$ cat src/rtl/ws2812_pkg.sv
// Shared WS2812 definitions: receiver FSM encoding, default 50 MHz line timing
// (common with the transmit-side controller) and frame geometry.
package ws2812_pkg;

  typedef enum logic [2:0] {
    SYNC,
    ARMED,
    HIGH,
    LOW,
    ERR
  } rx_state_t;

  localparam int unsigned T0H_CYC     = 20;
  localparam int unsigned T1H_CYC     = 40;
  localparam int unsigned T0L_CYC     = 42;
  localparam int unsigned T1L_CYC     = 22;
  localparam int unsigned RST_CYC_DEF = 2500;

  localparam int unsigned WORD_W  = 24;
  localparam int unsigned MAX_PIX = 64;

endpackage

$ cat src/rtl/ws2812_pulse_meas.sv
// Synchronises the raw WS2812 line, flags edges of the synchronised level and
// counts cycles since the last edge (saturating).
module ws2812_pulse_meas
  import ws2812_pkg::*;
#(
  parameter int unsigned CNT_W = 12
) (
  input  logic             clk,
  input  logic             rst_n,
  input  logic             din,
  output logic             level,
  output logic             rise,
  output logic             fall,
  output logic [CNT_W-1:0] width
);

  logic meta;
  logic din_s;
  logic din_q;

  always_ff @(posedge clk) begin
    if (!rst_n) begin
      meta  <= 1'b0;
      din_s <= 1'b0;
      din_q <= 1'b0;
      width <= '0;
    end else begin
      meta  <= din;
      din_s <= meta;
      din_q <= din_s;
      if (din_s != din_q)
        width <= '0;
      else if (width != '1)
        width <= width + CNT_W'(1);
    end
  end

  assign level = din_s;
  assign rise  = din_s & ~din_q;
  assign fall  = ~din_s & din_q;

endmodule

$ cat src/rtl/ws2812_rx.sv
// WS2812 receive decoder: classifies high pulses into bits, assembles 24-bit
// GRB words with a per-frame index and reports frame end on the reset gap.
module ws2812_rx
  import ws2812_pkg::*;
#(
  parameter int unsigned T1_MIN_CYC   = 30,
  parameter int unsigned HIGH_MIN_CYC = 8,
  parameter int unsigned HIGH_MAX_CYC = 60,
  parameter int unsigned RST_CYC      = RST_CYC_DEF,
  parameter int unsigned CNT_W        = 12
) (
  input  logic              sys_clk,
  input  logic              sys_rst_n,
  input  logic              din,
  output logic              pix_valid,
  output logic [WORD_W-1:0] pix_data,
  output logic [5:0]        pix_num,
  output logic              frame_done,
  output logic [6:0]        frame_len,
  output logic              bit_err,
  output logic              ovf
);

  localparam logic [CNT_W:0]   T1_MIN_W   = (CNT_W+1)'(T1_MIN_CYC);
  localparam logic [CNT_W:0]   HIGH_MIN_W = (CNT_W+1)'(HIGH_MIN_CYC);
  localparam logic [CNT_W:0]   RST_W      = (CNT_W+1)'(RST_CYC);
  localparam logic [CNT_W-1:0] HIGH_MAX_C = CNT_W'(HIGH_MAX_CYC);
  localparam logic [4:0]       LAST_BIT   = 5'(WORD_W - 1);
  localparam logic [6:0]       PIX_LIMIT  = 7'(MAX_PIX);

  logic             level;
  logic             rise;
  logic             fall;
  logic [CNT_W-1:0] width;
  logic [CNT_W:0]   w_ext;
  logic             gap;
  logic             bit_val;

  rx_state_t state;
  rx_state_t state_next;
  logic      shift_en;
  logic      err_now;
  logic      gap_end;
  logic      clear_frame;

  logic [WORD_W-2:0] shreg;
  logic [4:0]        bit_cnt;
  logic [6:0]        wcnt;

  ws2812_pulse_meas #(
    .CNT_W(CNT_W)
  ) u_meas (
    .clk  (sys_clk),
    .rst_n(sys_rst_n),
    .din  (din),
    .level(level),
    .rise (rise),
    .fall (fall),
    .width(width)
  );

  // width counts completed cycles since the last edge, so the pulse/gap length is width+1
  assign w_ext   = {1'b0, width} + (CNT_W+1)'(1);
  assign bit_val = (w_ext >= T1_MIN_W);
  assign gap     = !level && !rise && !fall && (w_ext >= RST_W);

  always_ff @(posedge sys_clk) begin
    if (!sys_rst_n) state <= SYNC;
    else            state <= state_next;
  end

  always_comb begin
    state_next  = state;
    shift_en    = 1'b0;
    err_now     = 1'b0;
    gap_end     = 1'b0;
    clear_frame = 1'b0;
    case (state)
      SYNC, ERR: begin
        if (gap) begin
          state_next  = ARMED;
          clear_frame = 1'b1;
        end
      end
      ARMED: begin
        if (rise) state_next = HIGH;
      end
      HIGH: begin
        if (fall) begin
          if (w_ext < HIGH_MIN_W) begin
            err_now    = 1'b1;
            state_next = ERR;
          end else begin
            shift_en   = 1'b1;
            state_next = LOW;
          end
        end else if (width > HIGH_MAX_C) begin
          err_now    = 1'b1;
          state_next = ERR;
        end
      end
      LOW: begin
        if (rise) begin
          state_next = HIGH;
        end else if (gap) begin
          gap_end    = 1'b1;
          state_next = ARMED;
        end
      end
      default: state_next = SYNC;
    endcase
  end

  always_ff @(posedge sys_clk) begin
    if (!sys_rst_n) begin
      pix_valid  <= 1'b0;
      pix_data   <= '0;
      pix_num    <= '0;
      frame_done <= 1'b0;
      frame_len  <= '0;
      bit_err    <= 1'b0;
      ovf        <= 1'b0;
      shreg      <= '0;
      bit_cnt    <= '0;
      wcnt       <= '0;
    end else begin
      pix_valid  <= 1'b0;
      frame_done <= 1'b0;
      bit_err    <= 1'b0;
      if (shift_en) begin
        shreg <= {shreg[WORD_W-3:0], bit_val};
        if (bit_cnt == LAST_BIT) begin
          pix_valid <= 1'b1;
          pix_data  <= {shreg, bit_val};
          pix_num   <= wcnt[5:0];
          bit_cnt   <= '0;
          if (wcnt != '1)        wcnt <= wcnt + 7'd1;
          if (wcnt >= PIX_LIMIT) ovf  <= 1'b1;
        end else begin
          bit_cnt <= bit_cnt + 5'd1;
        end
      end
      if (err_now) begin
        bit_err <= 1'b1;
        bit_cnt <= '0;
        shreg   <= '0;
      end
      if (gap_end) begin
        bit_cnt <= '0;
        wcnt    <= '0;
        if (bit_cnt != '0) bit_err <= 1'b1;
        if (wcnt != '0) begin
          frame_done <= 1'b1;
          frame_len  <= (wcnt > PIX_LIMIT) ? PIX_LIMIT : wcnt;
          ovf        <= 1'b0;
        end
      end
      if (clear_frame) begin
        bit_cnt <= '0;
        wcnt    <= '0;
        shreg   <= '0;
      end
    end
  end

endmodule

$ cat config.mk
export PLATFORM = sky130hd
export DESIGN_NAME = ws2812_rx
export DESIGN_NICKNAME = d
export VERILOG_FILES = /design/src/rtl/ws2812_pkg.sv /design/src/rtl/ws2812_pulse_meas.sv /design/src/rtl/ws2812_rx.sv
export SDC_FILE = /design/constraint.sdc
export NUM_CORES = 1
export LEC_CHECK = 0
export BUFFER_PORTS_ARGS = -buffer_cell sky130_fd_sc_hd__buf_2
export CORE_MARGIN = 3
export CORE_UTILIZATION = 45
export DETAILED_ROUTE_END_ITERATION = 7
export PLACE_DENSITY = 0.64
export REMOVE_ABC_BUFFERS = 1
export SETUP_SLACK_MARGIN = 0.2
export SYNTH_ARGS = -nofsm -noshare
export SYNTH_HDL_FRONTEND = slang
export SYNTH_SLANG_ARGS = --single-unit
$ cat constraint.sdc
create_clock -name sys_clk -period 3.93 [get_ports sys_clk]
set_clock_uncertainty 0.05 [all_clocks]
set_input_delay 0.5895 -clock sys_clk [delete_from_list [all_inputs] [get_ports sys_clk]]
set_output_delay 0.5895 -clock sys_clk [all_outputs]
set_load 0.01 [all_outputs]
==> metrics <==
post-route antenna net violation count 0; Final setup viols 0; Final Hold Viols 0; placed cell areas 4380 sq um; Synth async-reset ratio 0%; first-pass GRT wire length 13900 microns; clock latency on the worst-skew pair 0.36 ns; PostCTS Resize Cnt 0; Max-Cap Viols 0; DIE AREA around 10000 sq um; final instance area about 4600 sq um; port buffer count 43; GR Overflow Total 0; vias in the first global route 3044; Clock Tree Buf Depth 2; flops & latches, synth 94; WL final about 8000 microns; sequential area share after synthesis ~46%; Antenna Cells 0; I/O pin cnt 44; die width 102 microns; Peak supply drop ~0.19 mV; core area 8810 sq um; slew of the pin with the lowest slew margin approximately 0.77 ns; slowest stage delay, CP 0.66 ns; Syn Inst Count 440; vias approximately 3200; row count 34; Arrival @ worst endpoint 3.40 ns; Die H 102 microns; hpwl dp 5540 microns; setup repair bufs after CTS 0; crit path capture type flop; H-tree Lvls 3; Final Instance Count excl. Fillers ~590; worst-path maximum fanout 19; Period Utilization, post-route between 80 and 90%; status complete, no violations; CTS buffer count 9; data required time of the critical path 4.12 ns; Reg2Reg Depth 9; DR iter-0 viols about 130; GP Congestion about 0.90; Netlist cell types between 50 and 60; pin count of the biggest net entering global routing 38; number of flops mapped to enable cells by yosys 0; Area Overhead vs Synth 11.2%; Total Neg Setup Slack 0 ns; worst path cell trace ha_1 -> and3_1 -> a31oi_1 -> o211ai_2 -> a211oi_1 -> a21oi_4 -> buf_12 -> mux2i_1 -> nor2_1; Final WS setup about 0.72 ns; CTS tree yes; RSZ-0062 raised after global routing false; drt wl/cell between 10 and 15 microns; CTS root buffer clkbuf_8; Leak Pwr 1.89 nW; DRC viols 0; Fmax 312 MHz; Initial Util 46.8%; Syn Area/Cell a little over 9 sq um; crit path max-delay cell type a21oi_4; Hold-fix buffers, CTS 0; Pwr Density 359 nW/um^2; critical path depth 9; hold depth 2; NumNets Final 486; Post-Place Setup Slack between 0.7 and 0.8 ns; Final Power 1.64 mW; # fillers 831; Post-Syn Area 4120 sq um; Worst-path clk slew 0.09 ns; Slew headroom 48.3%; Buf/Inv on CP 1; gr usage total 16.6%; Setup crit start kind flop; share of cells above drive strength 1 15.9%; First-pass DRT Iterations 4; worst min-delay path class input pin to flop; delay-heaviest family, CP compound AO/OA/AOI/OAI gates; Ys Warns 0; placed cells 570; Final Max Tran Viols 0; ys flop type dfxtp_1; Crit Path Category flop to flop; Vias/cell 5.49; crit path time final 3.21 ns; clock sink count 94; initial antenna violation count 0
-- path summary, 6_finish.rpt --
kind                                 startpoint      endpoint  slack [ns]
worst max-delay path            u_meas.width[0]  pix_data[18]        0.72
worst min-delay path                        din   u_meas.meta        0.39
worst max register to register  u_meas.width[0]  pix_data[18]        0.72
worst min register to register      u_meas.meta  u_meas.level        0.40
-- layout by cell type (no fill, tap or decap), drive strengths merged, types with 8 or more instances in the layout --
cell type,instances
clkbuf,10
buf,48
inv,17
nor2,66
a21oi,27
xnor2,8
nand3,20
ha,10
mux2i,52
nand2,22
o21ai,11
dfxtp,94
-- layer usage --
layer | global-route usage [%] | part of all wire [%] | up-vias
li1 | - | - | 1613
met3 | 4.82 | 5.0 | 8
met2 | 25.8 | 44 | 75
met4 | 4.50 | 0.98 | 0
met5 | 0 | 0 | -
met1 | 22.7 | 50 | 1521
-- where the power goes --
part / total (mW) / internal, mW / switching (mW)
Sequential: 0.961 / 0.955 / 0.00611
Clock: 0.643 / 0.299 / 0.344
Combinational: 0.0405 / 0.0124 / 0.0281
Total: 1.64 / 1.27 / 0.378
-- worst register-to-register path, stage by stage (launching register included) --
cell and delay (ns):
dfxtp_1 0.51, ha_1 0.41, and3_1 0.34, a31oi_1 0.17, o211ai_2 0.27, a211oi_1 0.14
a21oi_4 0.66, buf_12 0.26, mux2i_1 0.22, nor2_1 0.06
-- registers in the layout, indices dropped and copies added (netlist names) --
register,cells
state,3
shreg,23
u_meas.meta,1
u_meas.width,12
ovf,1
pix_num,6
u_meas.din_q,1
pix_data,24
frame_len,7
bit_err,1
bit_cnt,5
pix_valid,1
frame_done,1
wcnt,7
u_meas.level,1
-- kinds of logic after synthesis --
group           after synthesis  synth area share, %
simple gates                155                 18.7
flops                        94                 45.7
compound gates               74                 11.8
mux                          53                 12.9
buf+inv                      42                 5.26
xor+xnor                     12                 2.55
fa+ha+maj                    10                 3.04
-- synth_stat cells, drive strengths merged, types with 4 or more instances --
cell | count | area share [%]
dfxtp | 94 | 46
nor2 | 66 | 6.0
mux2i | 52 | 13
a21oi | 27 | 3.3
nand2 | 22 | 2.0
nand3 | 20 | 2.4
buf | 17 | 2.9
inv | 15 | 1.4
o21ai | 11 | 1.4
ha | 10 | 3.0
clkbuf | 9 | 0.85
xnor2 | 8 | 1.7
and3 | 7 | 1.1
o31ai | 7 | 1.3
or4 | 7 | 1.4
and2 | 6 | 0.91
o211ai | 5 | 1.0
nand4 | 4 | 0.97
nor3 | 4 | 0.49
xor2 | 4 | 0.85
-- area by class of cell --
class | instances | area, sq um | area share [%]
Clock buffer | 10 | 128 | 2.79
Clock inverter | 6 | 68.8 | 1.50
Inverter | 16 | 60.1 | 1.31
Multi-Input combinational cell | 304 | 2040 | 44.5
Sequential cell | 94 | 1880 | 41.1
Tap cell | 108 | 135 | 2.95
Timing Repair Buffer | 48 | 265 | 5.80
-- through the flow --
| stage | hold WS (ns) | util, % |
|---|---|---|
| finish | 0.387 | 52.0 |
| global route | 0.374 | 52.0 |
| CTS | 0.376 | 52.0 |
| detailed placement | 0.378 | 49.7 |
| global placement | 0.377 | 49.7 |
| floorplan | 0.362 | - |
(Power assumes the default switching activity.)
